### src/rtl/game_state_ctrl.sv
`timescale 1ns/1ps
// game_state_ctrl: round-flow controller upstream of the end-screen colour mapper.
// Owns round state (idle/play/won/lost), score and lives, and decodes the
// registered flags that select between the play-field and end-screen mappers.
//
// Optional feature macro: GAME_HIGH_SCORE_EN (adds the high_score output).
//
// Ports:
//   Clk          in   system clock, rising-edge active
//   Reset        in   asynchronous active-high reset
//   frame_clk    in   VGA vsync (synchronous to Clk); rising edge = one frame
//   start_btn    in   start/restart key level; rising edge used
//   kill_evt     in   one-cycle pulse, enemy destroyed
//   hit_evt      in   one-cycle pulse, player hit
//   score        out  current score, zero-extended to 32 bits
//   lives        out  remaining lives
//   is_won       out  high while in WON
//   is_lost      out  high while in LOST
//   game_active  out  high while in PLAY
//   show_end     out  high in WON or LOST (end-screen mux select)
//   high_score   out  best final score since reset (GAME_HIGH_SCORE_EN only)
module game_state_ctrl #(
  parameter int unsigned WIN_SCORE   = 20,
  parameter int unsigned START_LIVES = 3,
  parameter int unsigned HOLD_FRAMES = 120,
  parameter int unsigned SCORE_MAX   = 99
) (
  input  logic        Clk,
  input  logic        Reset,
  input  logic        frame_clk,
  input  logic        start_btn,
  input  logic        kill_evt,
  input  logic        hit_evt,
  output logic [31:0] score,
  output logic [2:0]  lives,
  output logic        is_won,
  output logic        is_lost,
  output logic        game_active,
  output logic        show_end
`ifdef GAME_HIGH_SCORE_EN
  ,
  output logic [31:0] high_score
`endif
);

  localparam int unsigned SCORE_W = 7;
  localparam int unsigned LIVES_W = 3;
  localparam int unsigned HOLD_W  = $clog2(HOLD_FRAMES) + 1;

  typedef enum logic [1:0] {
    S_IDLE = 2'd0,
    S_PLAY = 2'd1,
    S_WON  = 2'd2,
    S_LOST = 2'd3
  } state_t;

  state_t               state_q, state_nx;
  logic [SCORE_W-1:0]   score_q, score_nx;
  logic [LIVES_W-1:0]   lives_q, lives_nx;
  logic [HOLD_W-1:0]    hold_q, hold_nx;
  logic                 start_q, frame_q;
  logic                 start_rise, frame_rise, hold_done;
`ifdef GAME_HIGH_SCORE_EN
  logic [SCORE_W-1:0]   hs_q, hs_nx;
`endif

  // Rising-edge detection against the previous-cycle sample.
  assign start_rise = start_btn & ~start_q;
  assign frame_rise = frame_clk & ~frame_q;
  assign hold_done  = (32'(hold_q) == HOLD_FRAMES);

  // Next-state and counter update.
  always_comb begin
    state_nx = state_q;
    score_nx = score_q;
    lives_nx = lives_q;
    hold_nx  = hold_q;

    case (state_q)
      S_IDLE: begin
        if (start_rise) begin
          state_nx = S_PLAY;
          score_nx = '0;
          lives_nx = LIVES_W'(START_LIVES);
        end
      end

      S_PLAY: begin
        if (kill_evt && (32'(score_q) < SCORE_MAX)) begin
          score_nx = score_q + SCORE_W'(1);
        end
        if (hit_evt && (lives_q != '0)) begin
          lives_nx = lives_q - LIVES_W'(1);
        end
        // Losing the last life beats reaching the win score on the same cycle.
        if (hit_evt && (lives_q == LIVES_W'(1))) begin
          state_nx = S_LOST;
          hold_nx  = '0;
        end else if (kill_evt && (32'(score_nx) >= WIN_SCORE)) begin
          state_nx = S_WON;
          hold_nx  = '0;
        end
      end

      S_WON, S_LOST: begin
        if (frame_rise && !hold_done) begin
          hold_nx = hold_q + HOLD_W'(1);
        end
        if (start_rise && hold_done) begin
          state_nx = S_PLAY;
          score_nx = '0;
          lives_nx = LIVES_W'(START_LIVES);
        end
      end

      default: state_nx = S_IDLE;
    endcase
  end

`ifdef GAME_HIGH_SCORE_EN
  // Capture the final score on the cycle a round ends.
  always_comb begin
    hs_nx = hs_q;
    if ((state_q == S_PLAY) && ((state_nx == S_WON) || (state_nx == S_LOST))
        && (score_nx > hs_q)) begin
      hs_nx = score_nx;
    end
  end
`endif

  // State, counters, edge-detect history and registered output flags.
  always_ff @(posedge Clk or posedge Reset) begin
    if (Reset) begin
      state_q     <= S_IDLE;
      score_q     <= '0;
      lives_q     <= LIVES_W'(START_LIVES);
      hold_q      <= '0;
      start_q     <= 1'b0;
      frame_q     <= 1'b0;
      is_won      <= 1'b0;
      is_lost     <= 1'b0;
      game_active <= 1'b0;
      show_end    <= 1'b0;
`ifdef GAME_HIGH_SCORE_EN
      hs_q        <= '0;
`endif
    end else begin
      state_q     <= state_nx;
      score_q     <= score_nx;
      lives_q     <= lives_nx;
      hold_q      <= hold_nx;
      start_q     <= start_btn;
      frame_q     <= frame_clk;
      is_won      <= (state_nx == S_WON);
      is_lost     <= (state_nx == S_LOST);
      game_active <= (state_nx == S_PLAY);
      show_end    <= (state_nx == S_WON) || (state_nx == S_LOST);
`ifdef GAME_HIGH_SCORE_EN
      hs_q        <= hs_nx;
`endif
    end
  end

  assign score = 32'(score_q);
  assign lives = lives_q;
`ifdef GAME_HIGH_SCORE_EN
  assign high_score = 32'(hs_q);
`endif

endmodule

### config.mk
export PLATFORM = sky130hd
export DESIGN_NAME = game_state_ctrl
export DESIGN_NICKNAME = d
export VERILOG_FILES = /design/src/rtl/game_state_ctrl.sv
export SDC_FILE = /design/constraint.sdc
export NUM_CORES = 1
export LEC_CHECK = 0
export ABC_AREA = 0
export ABC_CLOCK_PERIOD_IN_PS = 3600
export CAP_MARGIN = 20
export CORE_MARGIN = 5
export CORE_UTILIZATION = 52
export DETAILED_ROUTE_END_ITERATION = 8
export PLACE_DENSITY = 0.85
export SYNTH_ARGS = -nofsm -noshare
export SYNTH_HDL_FRONTEND = slang
export SYNTH_SLANG_ARGS = --single-unit
### constraint.sdc
create_clock -name Clk -period 3.6 [get_ports Clk]
set_clock_uncertainty 0.05 [all_clocks]
set_input_delay 0.9 -clock Clk [delete_from_list [all_inputs] [get_ports Clk]]
set_output_delay 0.9 -clock Clk [all_outputs]
set_load 0.005 [all_outputs]
[Word level (Yosys, flattened, before mapping)]
Cells that the tools add are included.
Storage, ports and cells
  register bits after elaboration: 26
  word-level logic and storage cells: 65
  input port bits: 6
  output and inout port bits: 39
Operators by class
  eq/ne operators: 13
  add/subtract/negate cells: 3
  mux-type cells: 18
  order comparisons: 2
  bitwise gates (word level): 4
  reductions and logical operators: 15
Operators with widths (number)
  $mux W7: 4
  $mux W8: 3
  $pmux W7 S3: 1
  $pmux W8 S2: 1
  $mux W3: 3
  $pmux W3 S3: 1
  $add A8 B1 Y8 const B: 1
  $eq A2 B2 Y1 const B: 4
  $eq A8 B7 Y1 const B: 1
  $mux W2: 4
  $ne A2 B2 Y1 const B: 4
  $add A7 B1 Y7 const B: 1
  $ge A7 B5 Y1 const B: 1
  $lt A7 B7 Y1 const B: 1
  $logic_and A1 B1 Y1: 6
  $pmux W2 S3: 1
  $reduce_and A3 Y1: 2
  $eq A2 B1 Y1 const B: 2
  $eq A3 B1 Y1 const B: 1
  $ne A3 B3 Y1 const B: 1
  $reduce_bool A3 Y1: 1
  $sub A3 B1 Y3 const B: 1
  $and A1 B1 Y1: 2
  $logic_not A2 Y1: 1
  6 further kinds: 7

[Longest topological paths before layout]
  depth after elaboration: 11
  gate-level depth with buffers: 8
  mapped depth without buffers: 7

[Worst setup path after synthesis]
Ideal clock, no wire load.
  path kind: in2reg
  start: input kill_evt
  end: register hold_q[1]
  slack: 1360 ps
  stages on the path: 6
  arrival time: 2062 ps
  required time: 3422 ps
  setup time: 128 ps
  path through: buf_2 > nand2_1 > o31a_1 > nor4b_4 > a21oi_4 > mux2i_1
Between the ends
  word-level cells in the longest chain between the ends: 7
RTL lines
  start, declared: RTL line 32  | input logic kill_evt,
  $logic_and A1 B1 Y1: RTL line 89  | if (kill_evt && (32'(score_q) < SCORE_MAX)) begin
  $mux W7: RTL line 89
  $mux W7: RTL line 79  | case (state_q)
  $ge A7 B5 Y1: RTL line 99  | end else if (kill_evt && (32'(score_nx) >= WIN_SCORE)) begin
  $logic_and A1 B1 Y1 (*): RTL line 99
  $ne A3 B3 Y1 (no source line) (*)
  $reduce_and A3 Y1 (no source line) (*)
  end signal, assigned: RTL line 151  | hold_q <= hold_nx;
  end, declared: RTL line 60  | logic [HOLD_W-1:0] hold_q, hold_nx;
Every way passes the cells marked *; elsewhere a longest branch is shown, timed or not. The select of a mux whose other input is x is not followed.
A chain may end at the register's enable or synchronous reset.

[Final worst setup path]
  start: input kill_evt
  end: register hold_q[5]
Same word-level chain as after synthesis.

==> key figures <==
Outcome
  – Status: complete, no violations

Routing
  – Vias: 1352
  – DR WL/cell: 13.07 um
  – DR vias/cell: 5.452
  – Total routed wirelength: 3242 um
  – DR pass1 iterations: 4
  – Routed Antenna Nets: 0
  – Number of DRC markers in iteration 0: 84
  – Post-route DRC: 0

Power
  – Power per cell area: 328.5 nW/um^2
  – Sequential fraction of design power: 59.3%
  – Psw: 193.6 uW
  – Switching Fraction: 32.13%
  – Cell internal pwr: 409.0 uW
  – LEAKAGE: 0.8089 nW
  – Combinational power share: 19.7%
  – Max VDD drop: 0.2089 mV
  – Power share of the clock group: 21.0%

Worst setup path
  – R2r setup slk: 1.44 ns
  – CP endpoint: hold_q[5]
  – Crit Path Class: primary input to flip-flop
  – Critical R2R Launch: hold_q[0]
  – Reg2Reg Depth: 7
  – Crit path from: kill_evt
  – R2r endpoint: score_q[3]
  – Worst endpoint data arrival time: 2.76 ns
  – Maximum fanout along the worst path: 10
  – Crit end category: flip-flop
  – WP data required: 3.79 ns
  – Startpoint Class: primary input

CTS
  – Max Buffers Root-to-Sink: 2
  – Clock Sinks: 25
  – Clock latency on the worst-skew pair: 0.31 ns
  – # Post-CTS Setup Buffers: 0
  – TritonCTS buffer count: 3
  – CTS tree: done
  – Reg clk slew, reported paths: 0.14 ns
  – Max H-tree Level: 1
  – Post-CTS sizing: 0
  – CTS Root Buffer Type: clkbuf_4
  – CTS Hold Bufs: 0

Placement
  – Cell Count Post-Placement: 243
  – GP Congestion: 0.8406
  – Post-DP HPWL: 2398 um
  – Port Buffers: 19
  – Area after DPL: 1780 um^2

Logic synthesis
  – Post-synthesis register bit count: 25
  – Yosys Warn Count: 0
  – Ys flop type: dfrtp_1
  – Synth Instances: 187
  – Post-synthesis sequential area ratio: 37.89%
  – Number of synthesized flops with an enable pin: 0
  – Netlist cell types: 48
  – Post-Syn Area: 1658 um^2
  – FFs w/ async S/R, synth: 100.0%
  – Syn_area_per_cell: 8.865 um^2

Timing
  – RSZ-0062 raised after global routing: no
  – Final setup TNS: 0 ns
  – Min cycle time layout: 2.565 ns
  – Slew @ Worst Pin: 0.8279 ns
  – Worst hold slack: 0.4427 ns
  – Final setup vio count: 0
  – Final Hold Vio Count: 0
  – Slew headroom: 44.69%
  – Fmax: 389.9 MHz
  – Slew Limit Fails: 0
  – Tcrit/Tclk final: 71.25%

GRT
  – Largest net degree at the start of global routing: 26
  – GRT Overall Usage: 15.09%
  – Number of global-route vias before repair: 1090
  – Initial antenna violation count: 0
  – GRT overflow: 0
  – First-pass GRT wire length: 5195 um

Final layout
  – Share of cells above drive strength 1: 5.392%
  – Fin area: 1834 um^2
  – N_diodes: 0
  – Layout Cells excl Fill: 248
  – Area grow syn2layout: 10.64%
  – Flip-flop count of the largest register after layout: 8
  – Biggest register: hold_q
  – Nets@finish: 217
  – Fillers: 278

Floorplanning
  – Row count: 20
  – DIE AREA: 4418 um^2
  – I/O pins: 45
  – DIE HEIGHT: 66.47 um
  – Core area: 3053 um^2
  – Initial Util: 54.30%
  – Width of the die: 66.47 um

Run
  – Max_cap viols: 0

Min path
  – Hold Crit Class: flip-flop to flip-flop
==> area by class of cell <==
type / instances / area (um^2) / area share (%)
inverters: 12 / 45.04 / 2.456
multi-input cells: 142 / 854.6 / 46.59
well taps: 44 / 55.05 / 3.001
clock buffers: 4 / 26.28 / 1.432
flip-flops and latches: 25 / 628.1 / 34.24
repair buffers: 21 / 225.2 / 12.28
==> critical path: stages <==
cell	delay (ns)
clkdlybuf4s50_1	0.64
nand2_1	0.15
o31a_1	0.34
nor4b_4	0.36
a21oi_4	0.14
a31oi_1	0.21
==> synthesized netlist by cell type, types with 2 or more instances <==
cell type  instances  area [um^2]
dfrtp_1           23        575.6
nor2b_1            3        18.77
nand3b_1           2        15.01
and2_1             2        12.51
nor2_1            10        37.54
o221ai_1           2        17.52
nand4_1            4        25.02
ha_1               6        75.07
nand3_1            7        35.03
a31oi_1            8        50.05
or3_1              2        12.51
nand2_1           12        45.04
nor3_1             4        20.02
buf_2              4        20.02
a21oi_1           10        50.05
clkbuf_1           2        7.510
o21ai_1           10        50.05
o31ai_1            4        30.03
o21bai_1           4        30.03
dfstp_2            2        52.55
inv_1             11        41.29
buf_4             25        187.7
a41oi_1            2        17.52
o21ai_0            4        20.02
==> logic make-up (layout without fill, tap and decap cells) <==
family          count (synthesis)  count (layout)  share of synthesized area [%]
compound gates                 57              57                          23.32
fa+ha+maj                       6               6                          4.528
buf+inv                        44              37                          16.00
flops                          25              25                          37.89
mux                             1               1                         0.6038
other cells                     1              25                         0.2262
simple gates                   53              53                          17.43
==> through the flow <==
step	utilization, %	power (mW)	worst slack, ns
2_1_floorplan	-	0.4661	1.360
3_3_place_gp	58.32	0.4718	0.7052
3_5_place_dp	58.32	0.4769	0.6915
4_1_cts	59.18	0.6051	1.040
5_1_grt	60.08	0.6528	0.8975
6_report	60.08	0.6026	1.035
==> worst min path at each step <==
stage               slack (ns)       from  cells after the start        end
global placement          0.41  hold_q[6]                      1  hold_q[6]
floorplan                 0.39  hold_q[6]                      1  hold_q[6]
detailed placement        0.42  hold_q[6]                      1  hold_q[6]
finish                    0.44  hold_q[6]                      1  hold_q[6]
CTS                       0.44  hold_q[6]                      1  hold_q[6]
global route              0.48  hold_q[6]                      1  hold_q[6]
==> metal layers <==
metal  wire length (um)  track usage (%)
met1               1463            21.72
met2               1458            22.43
met3                285            2.361
met4                 34            6.091
met5                  0                0
==> power by group through the flow <==
stage,registers [mW],logic (mW),clock network [mW]
after global placement,0.362,0.110,0
after CTS,0.356,0.115,0.134
after detailed placement,0.362,0.115,0
after floorplan,0.344,0.122,0
final,0.357,0.119,0.127
after global routing,0.366,0.140,0.147
==> placed cells by master (no fill, tap or decap), types with 2 or more instances in the layout <==
cell type | netlist | final
nor2_1 | 10 | 10
inv_1 | 11 | 11
o31ai_1 | 4 | 4
conb_1 | 1 | 25
nand4_1 | 4 | 4
o21ai_1 | 10 | 10
nor3_1 | 4 | 4
o21ai_0 | 4 | 4
clkbuf_4 | 0 | 3
o221ai_1 | 2 | 2
ha_1 | 6 | 6
nor2b_1 | 3 | 3
nand3_1 | 7 | 7
a31oi_1 | 8 | 8
dfstp_2 | 2 | 2
nand3b_1 | 2 | 2
a21oi_1 | 10 | 10
o21bai_1 | 4 | 4
and2_1 | 2 | 2
nand2_1 | 12 | 12
dfrtp_1 | 23 | 23
clkdlybuf4s50_1 | 0 | 19
or3_1 | 2 | 2
a41oi_1 | 2 | 2
Note: power is estimated with default switching activity, not from simulation.
